File: config.mk
export PLATFORM = sky130hd
export DESIGN_NAME = sipo_deserializer_flat
export DESIGN_NICKNAME = d
export VERILOG_FILES = /design/src/rtl/sipo_deserializer_pkg.sv /design/src/rtl/sipo_deserializer_if.sv /design/src/rtl/sipo_out_buffer.sv /design/src/rtl/sipo_deserializer.sv /design/src/flat_wrapper.sv
export SDC_FILE = /design/constraint.sdc
export NUM_CORES = 1
export LEC_CHECK = 0
export CAP_MARGIN = 20
export CORE_ASPECT_RATIO = 1.4
export CORE_MARGIN = 4
export CORE_UTILIZATION = 25
export CTS_BUF_LIST = sky130_fd_sc_hd__clkbuf_8
export CTS_CLUSTER_DIAMETER = 30
export DETAILED_ROUTE_END_ITERATION = 16
export GPL_TIMING_DRIVEN = 0
export HOLD_SLACK_MARGIN = 0.08
export PLACE_DENSITY_LB_ADDON = 0.08
export SLEW_MARGIN = 20
export SYNTH_ARGS = -nofsm -noshare
export SYNTH_HDL_FRONTEND = slang
export SYNTH_SLANG_ARGS = --single-unit
File: constraint.sdc
create_clock -name clk -period 1.3 [get_ports clk]
set_input_delay 0.26 -clock clk [delete_from_list [all_inputs] [get_ports clk]]
set_output_delay 0.26 -clock clk [all_outputs]
set_load 0.005 [all_outputs]
File: src/rtl/sipo_deserializer_pkg.sv
// Shared types and helpers for the SIPO deserializer: counter width and
// the bit-count-derived state encoding.
package sipo_pkg;

   function automatic int cnt_width(input int w);
      return (w <= 2) ? 1 : $clog2(w);
   endfunction

   typedef enum logic {
      IDLE    = 1'b0,
      COLLECT = 1'b1
   } state_e;

endpackage

File: src/rtl/sipo_deserializer_if.sv
// Serial receive side plus valid/ready parallel side of the deserializer.
interface sipo_deserializer_if #(parameter int WIDTH = 4);
   logic             serial_in;
   logic             serial_valid;
   logic             frame_start;
   logic [WIDTH-1:0] parallel_out;
   logic             out_valid;
   logic             out_ready;
   logic             busy;
   logic             overrun;

   modport master (
      output serial_in, serial_valid, frame_start, out_ready,
      input  parallel_out, out_valid, busy, overrun
   );

   modport slave (
      input  serial_in, serial_valid, frame_start, out_ready,
      output parallel_out, out_valid, busy, overrun
   );
endinterface

File: src/rtl/sipo_out_buffer.sv
// One-word holding register with valid/ready output and overrun pulse.
module sipo_out_buffer #(
   parameter int WIDTH = 4
) (
   input  logic             clk,
   input  logic             rst_n,
   input  logic             load,
   input  logic [WIDTH-1:0] load_data,
   input  logic             out_ready,
   output logic [WIDTH-1:0] parallel_out,
   output logic             out_valid,
   output logic             overrun
);

   logic [WIDTH-1:0] data_q, data_d;
   logic             valid_q, valid_d;
   logic             ovr_q, ovr_d;

   always_comb begin
      data_d  = data_q;
      valid_d = valid_q;
      ovr_d   = 1'b0;
      if (load) begin
         // A word can land if the slot is empty or being drained this cycle.
         if (!valid_q || out_ready) begin
            data_d  = load_data;
            valid_d = 1'b1;
         end else begin
            ovr_d = 1'b1;
         end
      end else if (valid_q && out_ready) begin
         valid_d = 1'b0;
      end
   end

   always_ff @(posedge clk or negedge rst_n) begin
      if (!rst_n) begin
         data_q  <= '0;
         valid_q <= 1'b0;
         ovr_q   <= 1'b0;
      end else begin
         data_q  <= data_d;
         valid_q <= valid_d;
         ovr_q   <= ovr_d;
      end
   end

   assign parallel_out = data_q;
   assign out_valid    = valid_q;
   assign overrun      = ovr_q;

endmodule

File: src/rtl/sipo_deserializer.sv
// Serial-in parallel-out deserializer: shift register, bit counter and frame
// resync in front of a one-word holding register.
module sipo_deserializer
   import sipo_pkg::*;
#(
   parameter int WIDTH     = 4,
   parameter bit LSB_FIRST = 1'b1
) (
   input logic                clk,
   input logic                rst_n,
   sipo_deserializer_if.slave bus
);

   localparam int CW = cnt_width(WIDTH);

   logic [WIDTH-1:0] shift_q, shift_d;
   logic [CW-1:0]    cnt_q, cnt_d;
   logic [WIDTH-1:0] base_shift;
   logic [CW-1:0]    base_cnt;
   logic             load;
   state_e           state;

   assign state = (cnt_q == '0) ? IDLE : COLLECT;

   always_comb begin
      // frame_start restarts the word before this cycle's bit is considered
      base_shift = bus.frame_start ? '0 : shift_q;
      base_cnt   = bus.frame_start ? '0 : cnt_q;
      shift_d    = base_shift;
      cnt_d      = base_cnt;
      load       = 1'b0;
      if (bus.serial_valid) begin
         if (LSB_FIRST)
            shift_d = {bus.serial_in, base_shift[WIDTH-1:1]};
         else
            shift_d = {base_shift[WIDTH-2:0], bus.serial_in};
         if (base_cnt == CW'(WIDTH - 1)) begin
            load  = 1'b1;
            cnt_d = '0;
         end else begin
            cnt_d = base_cnt + CW'(1);
         end
      end
   end

   always_ff @(posedge clk or negedge rst_n) begin
      if (!rst_n) begin
         shift_q <= '0;
         cnt_q   <= '0;
      end else begin
         shift_q <= shift_d;
         cnt_q   <= cnt_d;
      end
   end

   assign bus.busy = (state == COLLECT);

   sipo_out_buffer #(.WIDTH(WIDTH)) u_out_buffer (
      .clk          (clk),
      .rst_n        (rst_n),
      .load         (load),
      .load_data    (shift_d),
      .out_ready    (bus.out_ready),
      .parallel_out (bus.parallel_out),
      .out_valid    (bus.out_valid),
      .overrun      (bus.overrun)
   );

endmodule

File: src/flat_wrapper.sv
// flat-port wrapper written by rule: the top's interface ports become plain ports
module sipo_deserializer_flat import sipo_pkg::*;
#(
   parameter int WIDTH     = 4,
   parameter bit LSB_FIRST = 1'b1
)
  (clk, rst_n, bus_serial_in, bus_serial_valid, bus_frame_start, bus_out_ready, bus_parallel_out, bus_out_valid, bus_busy, bus_overrun);
  sipo_deserializer_if #(.WIDTH(WIDTH)) bus_i ();
  input logic clk;
  input logic rst_n;
  input wire logic [$bits(bus_i.serial_in)-1:0] bus_serial_in;
  input wire logic [$bits(bus_i.serial_valid)-1:0] bus_serial_valid;
  input wire logic [$bits(bus_i.frame_start)-1:0] bus_frame_start;
  input wire logic [$bits(bus_i.out_ready)-1:0] bus_out_ready;
  output wire logic [$bits(bus_i.parallel_out)-1:0] bus_parallel_out;
  output wire logic [$bits(bus_i.out_valid)-1:0] bus_out_valid;
  output wire logic [$bits(bus_i.busy)-1:0] bus_busy;
  output wire logic [$bits(bus_i.overrun)-1:0] bus_overrun;
  assign bus_i.serial_in = bus_serial_in;
  assign bus_i.serial_valid = bus_serial_valid;
  assign bus_i.frame_start = bus_frame_start;
  assign bus_i.out_ready = bus_out_ready;
  assign bus_parallel_out = bus_i.parallel_out;
  assign bus_out_valid = bus_i.out_valid;
  assign bus_busy = bus_i.busy;
  assign bus_overrun = bus_i.overrun;
  sipo_deserializer #(.WIDTH(WIDTH), .LSB_FIRST(LSB_FIRST)) u_core (.clk(clk), .rst_n(rst_n), .bus(bus_i));
endmodule
==> flow_metrics.env <==
export IMPL_outcome="finished, violations left"
export IMPL_violations="setup timing"
export IMPL_tightest_slew_ns=0.508
export IMPL_viasPerCell=4.39
export IMPL_clk_latency_ns=0.23
export IMPL_place_inst=68
export IMPL_port_buffers=11
export IMPL_drc=0
export IMPL_vdd_drop_max_v=0.000542
export IMPL_seq_area_frac_synth=0.561
export IMPL_r2r_start="u_core.cnt_q[0]$_DFF_PN0_"
export IMPL_crit_buf_inv=0
export IMPL_synth_nets=44
export IMPL_clockBufferDepth=2
export IMPL_yosys_area_top_type="dfrtp_1"
export IMPL_place_congestion=0.716
export IMPL_clock_fmax_ghz=0.762
export IMPL_die_w_um=45.4
export IMPL_io_pins=13
export IMPL_crit_arrival_ns=1.43
export IMPL_clkTransAtPathRegs_ns=0.05
export IMPL_crit_path_cell_trace="nor2b_4 -> ha_4 -> nand2_4 -> nor2b_4 -> mux2_4"
export IMPL_core_area_mm2=0.00182
export IMPL_most_common_layout_cells="dfrtp_1 (11), dlygate4sd2_1 (6), buf_4 (4)"
export IMPL_die_h_um=60.4
export IMPL_synthToLayoutAreaGrowth_pct=47.4
export IMPL_hold_path_class="in -> reg"
export IMPL_drive_above_1_share=0.357
export IMPL_crit_top_cell="nor2b_4"
export IMPL_maxCapViolations=0
export IMPL_crit_start="u_core.cnt_q[0]$_DFF_PN0_"
export IMPL_htreeDepth=1
export IMPL_power_density_mw_per_mm2=1250
export IMPL_grt_max_degree=12
export IMPL_hold_viol=0
export IMPL_die_area_mm2=0.00274
export IMPL_syn_cell_area_um2=490
export IMPL_skew_ns=0.00223
export IMPL_wirelength_um=883
export IMPL_hold_worst_slack_ns=0.255
export IMPL_cp_top_family="simple AND/OR/NAND/NOR gates"
export IMPL_required_ns=1.42
export IMPL_synth_seq_cells=11
export IMPL_cts_tree="done"
export IMPL_setup_tns_final_ns=-0.0352
export IMPL_grt_remaining_overflow=0
export IMPL_path_max_fanout=4
export IMPL_firstDrtPassIters=4
export IMPL_wl_per_cell_um=11.6
export IMPL_crit_type="reg -> reg"
export IMPL_synth_top_area_frac=0.561
export IMPL_slew_headroom=0.660
export IMPL_p_int_uw=701
export IMPL_p_seq_frac=0.446
export IMPL_rows=18
export IMPL_cts_root_buf="clkbuf_8"
export IMPL_cts_sinks=11
export IMPL_final_common_cell="dfrtp_1"
export IMPL_slew_violations=0
export IMPL_via_count=334
export IMPL_setup_viol=4
export IMPL_ys_types=16
export IMPL_initial_core_util=0.269
export IMPL_ys_warn_count=0
export IMPL_comb_power_share=0.192
export IMPL_drtAntennaViolNets=0
export IMPL_layout_min_cycle_time_ns=1.31
export IMPL_leakagePower_uw=0.000378
export IMPL_end_kind="register"
export IMPL_power_switching_uw=204
export IMPL_grt_pass1_wl_um=1520
export IMPL_grt_pass1_vias=357
export IMPL_track_usage=0.0791
export IMPL_synth_cells=37
export IMPL_layout_nets=64
export IMPL_critical_path_slowest_cell="dfrtp_1"
export IMPL_cts_inserted_buffers=3
export IMPL_grt_setup_unrepaired="yes"
export IMPL_p_clk_frac=0.362
export IMPL_fin_cells=76
export IMPL_first_iter_violations=5
export IMPL_synth_avg_cell_area_um2=13.3
export IMPL_dp_hpwl_um=670
export IMPL_antenna_found_initial=0
export IMPL_start_kind="register"
export IMPL_fin_ws_ns=-0.0127
export IMPL_post_route_period_util=1.01
export IMPL_cpPeakStageDelay_ns=0.34
export IMPL_synthTopCellsByArea="dfrtp_1 (56%), mux2_4 (9.2%), mux2i_1 (6.1%)"
export IMPL_antenna_cells=0
export IMPL_worstHoldStart="bus_serial_valid"
export IMPL_switching_share=0.225
## state kept, by name, indices dropped and copies added (netlist names)
register,flops
u_core.cnt_q,2
u_core.shift_q,3
u_core.u_out_buffer.out_valid,1
u_core.u_out_buffer.overrun,1
u_core.u_out_buffer.parallel_out,4
## layout make-up
class,count,area (um^2)
flip-flops and latches,11,275
inverters,1,3.75
repair buffers,15,135
plain buffers,1,11.3
clock buffers,3,41.3
multi-input cells,24,228
fillers,180,1100
clock inverters,1,3.75
well taps,20,25.0
## cells by family after synthesis
family                   Yosys count  synth area share
multiplexers                       7             0.176
buffers and inverters              2            0.0306
AND/OR/NAND/NOR                   14             0.179
flip-flops                        11             0.561
AO/OA/AOI/OAI                      1            0.0102
XOR/XNOR                           1            0.0179
adder cells (fa/ha/maj)            1            0.0255
## worst register-to-register path: stages (launching register included)
cell and delay, ns:
dfrtp_1 0.34, nor2b_4 0.17, ha_4 0.15, nand2_4 0.05, nor2b_4 0.17, mux2_4 0.31
## per-stage QoR
| stage | cell area (um^2) | setup WS (ns) | util | total power (uW) |
|---|---|---|---|---|
| 2_1_floorplan | 513 | 0.000225 | - | 491 |
| 3_5_place_dp | 648 | -0.614 | 0.355 | 594 |
| 4_1_cts | 717 | -0.0188 | 0.393 | 916 |
| 3_3_place_gp | 648 | -0.595 | 0.355 | 588 |
| 5_1_grt | 723 | -0.0746 | 0.396 | 951 |
| 6_report | 723 | -0.0127 | 0.396 | 905 |
## final timing paths
check / slack (ns) / end / cells past startpoint
worst min-delay path: 0.26 / u_core.cnt_q[0]$_DFF_PN0_ / 2
min in group asynchronous: 0.37 / u_core.cnt_q[0]$_DFF_PN0_ / 1
max in group asynchronous: 0.59 / u_core.shift_q[2]$_DFF_PN0_ / 1
worst max-delay path: -0.01 / u_core.u_out_buffer.parallel_out[1]$_DFFE_PN0P_ / 5
worst min register to register: 0.50 / u_core.u_out_buffer.parallel_out[3]$_DFFE_PN0P_ / 1
worst max register to register: -0.01 / u_core.u_out_buffer.parallel_out[1]$_DFFE_PN0P_ / 5
## power groups by stage
stage / logic [uW] / clock network, uW / registers, uW
floorplan: 80.4 / 0 / 411
CTS: 170 / 342 / 404
global route: 188 / 355 / 408
detailed placement: 184 / 0 / 410
finish: 174 / 327 / 404
global placement: 180 / 0 / 408
## metal layers
layer  wire (um)  track usage  share of wire  vias up
met4          19       0.0502          0.022        0
met1         339       0.0793           0.38      159
li1            -            -              -      156
met2         439        0.132           0.50       15
met5           0            0              0        -
met3          84       0.0326          0.095        4
## what timing repair did
action | CTS | global route
pin swaps | 2 | 1
hold buffers | 0 | 0
gates resized for setup | 14 | 1
setup buffers | 4 | 0
endpoints found under the setup margin | 12 | 5
## Yosys cell counts, drive strengths merged
master / number
dfrtp: 11
mux2: 4
o21ai: 1
nand2: 3
buf: 1
inv: 1
nor2b: 5
xor2: 1
nor2: 3
mux2i: 3
or2: 1
nand2b: 2
ha: 1
Note: power is estimated with default switching activity, not from simulation.
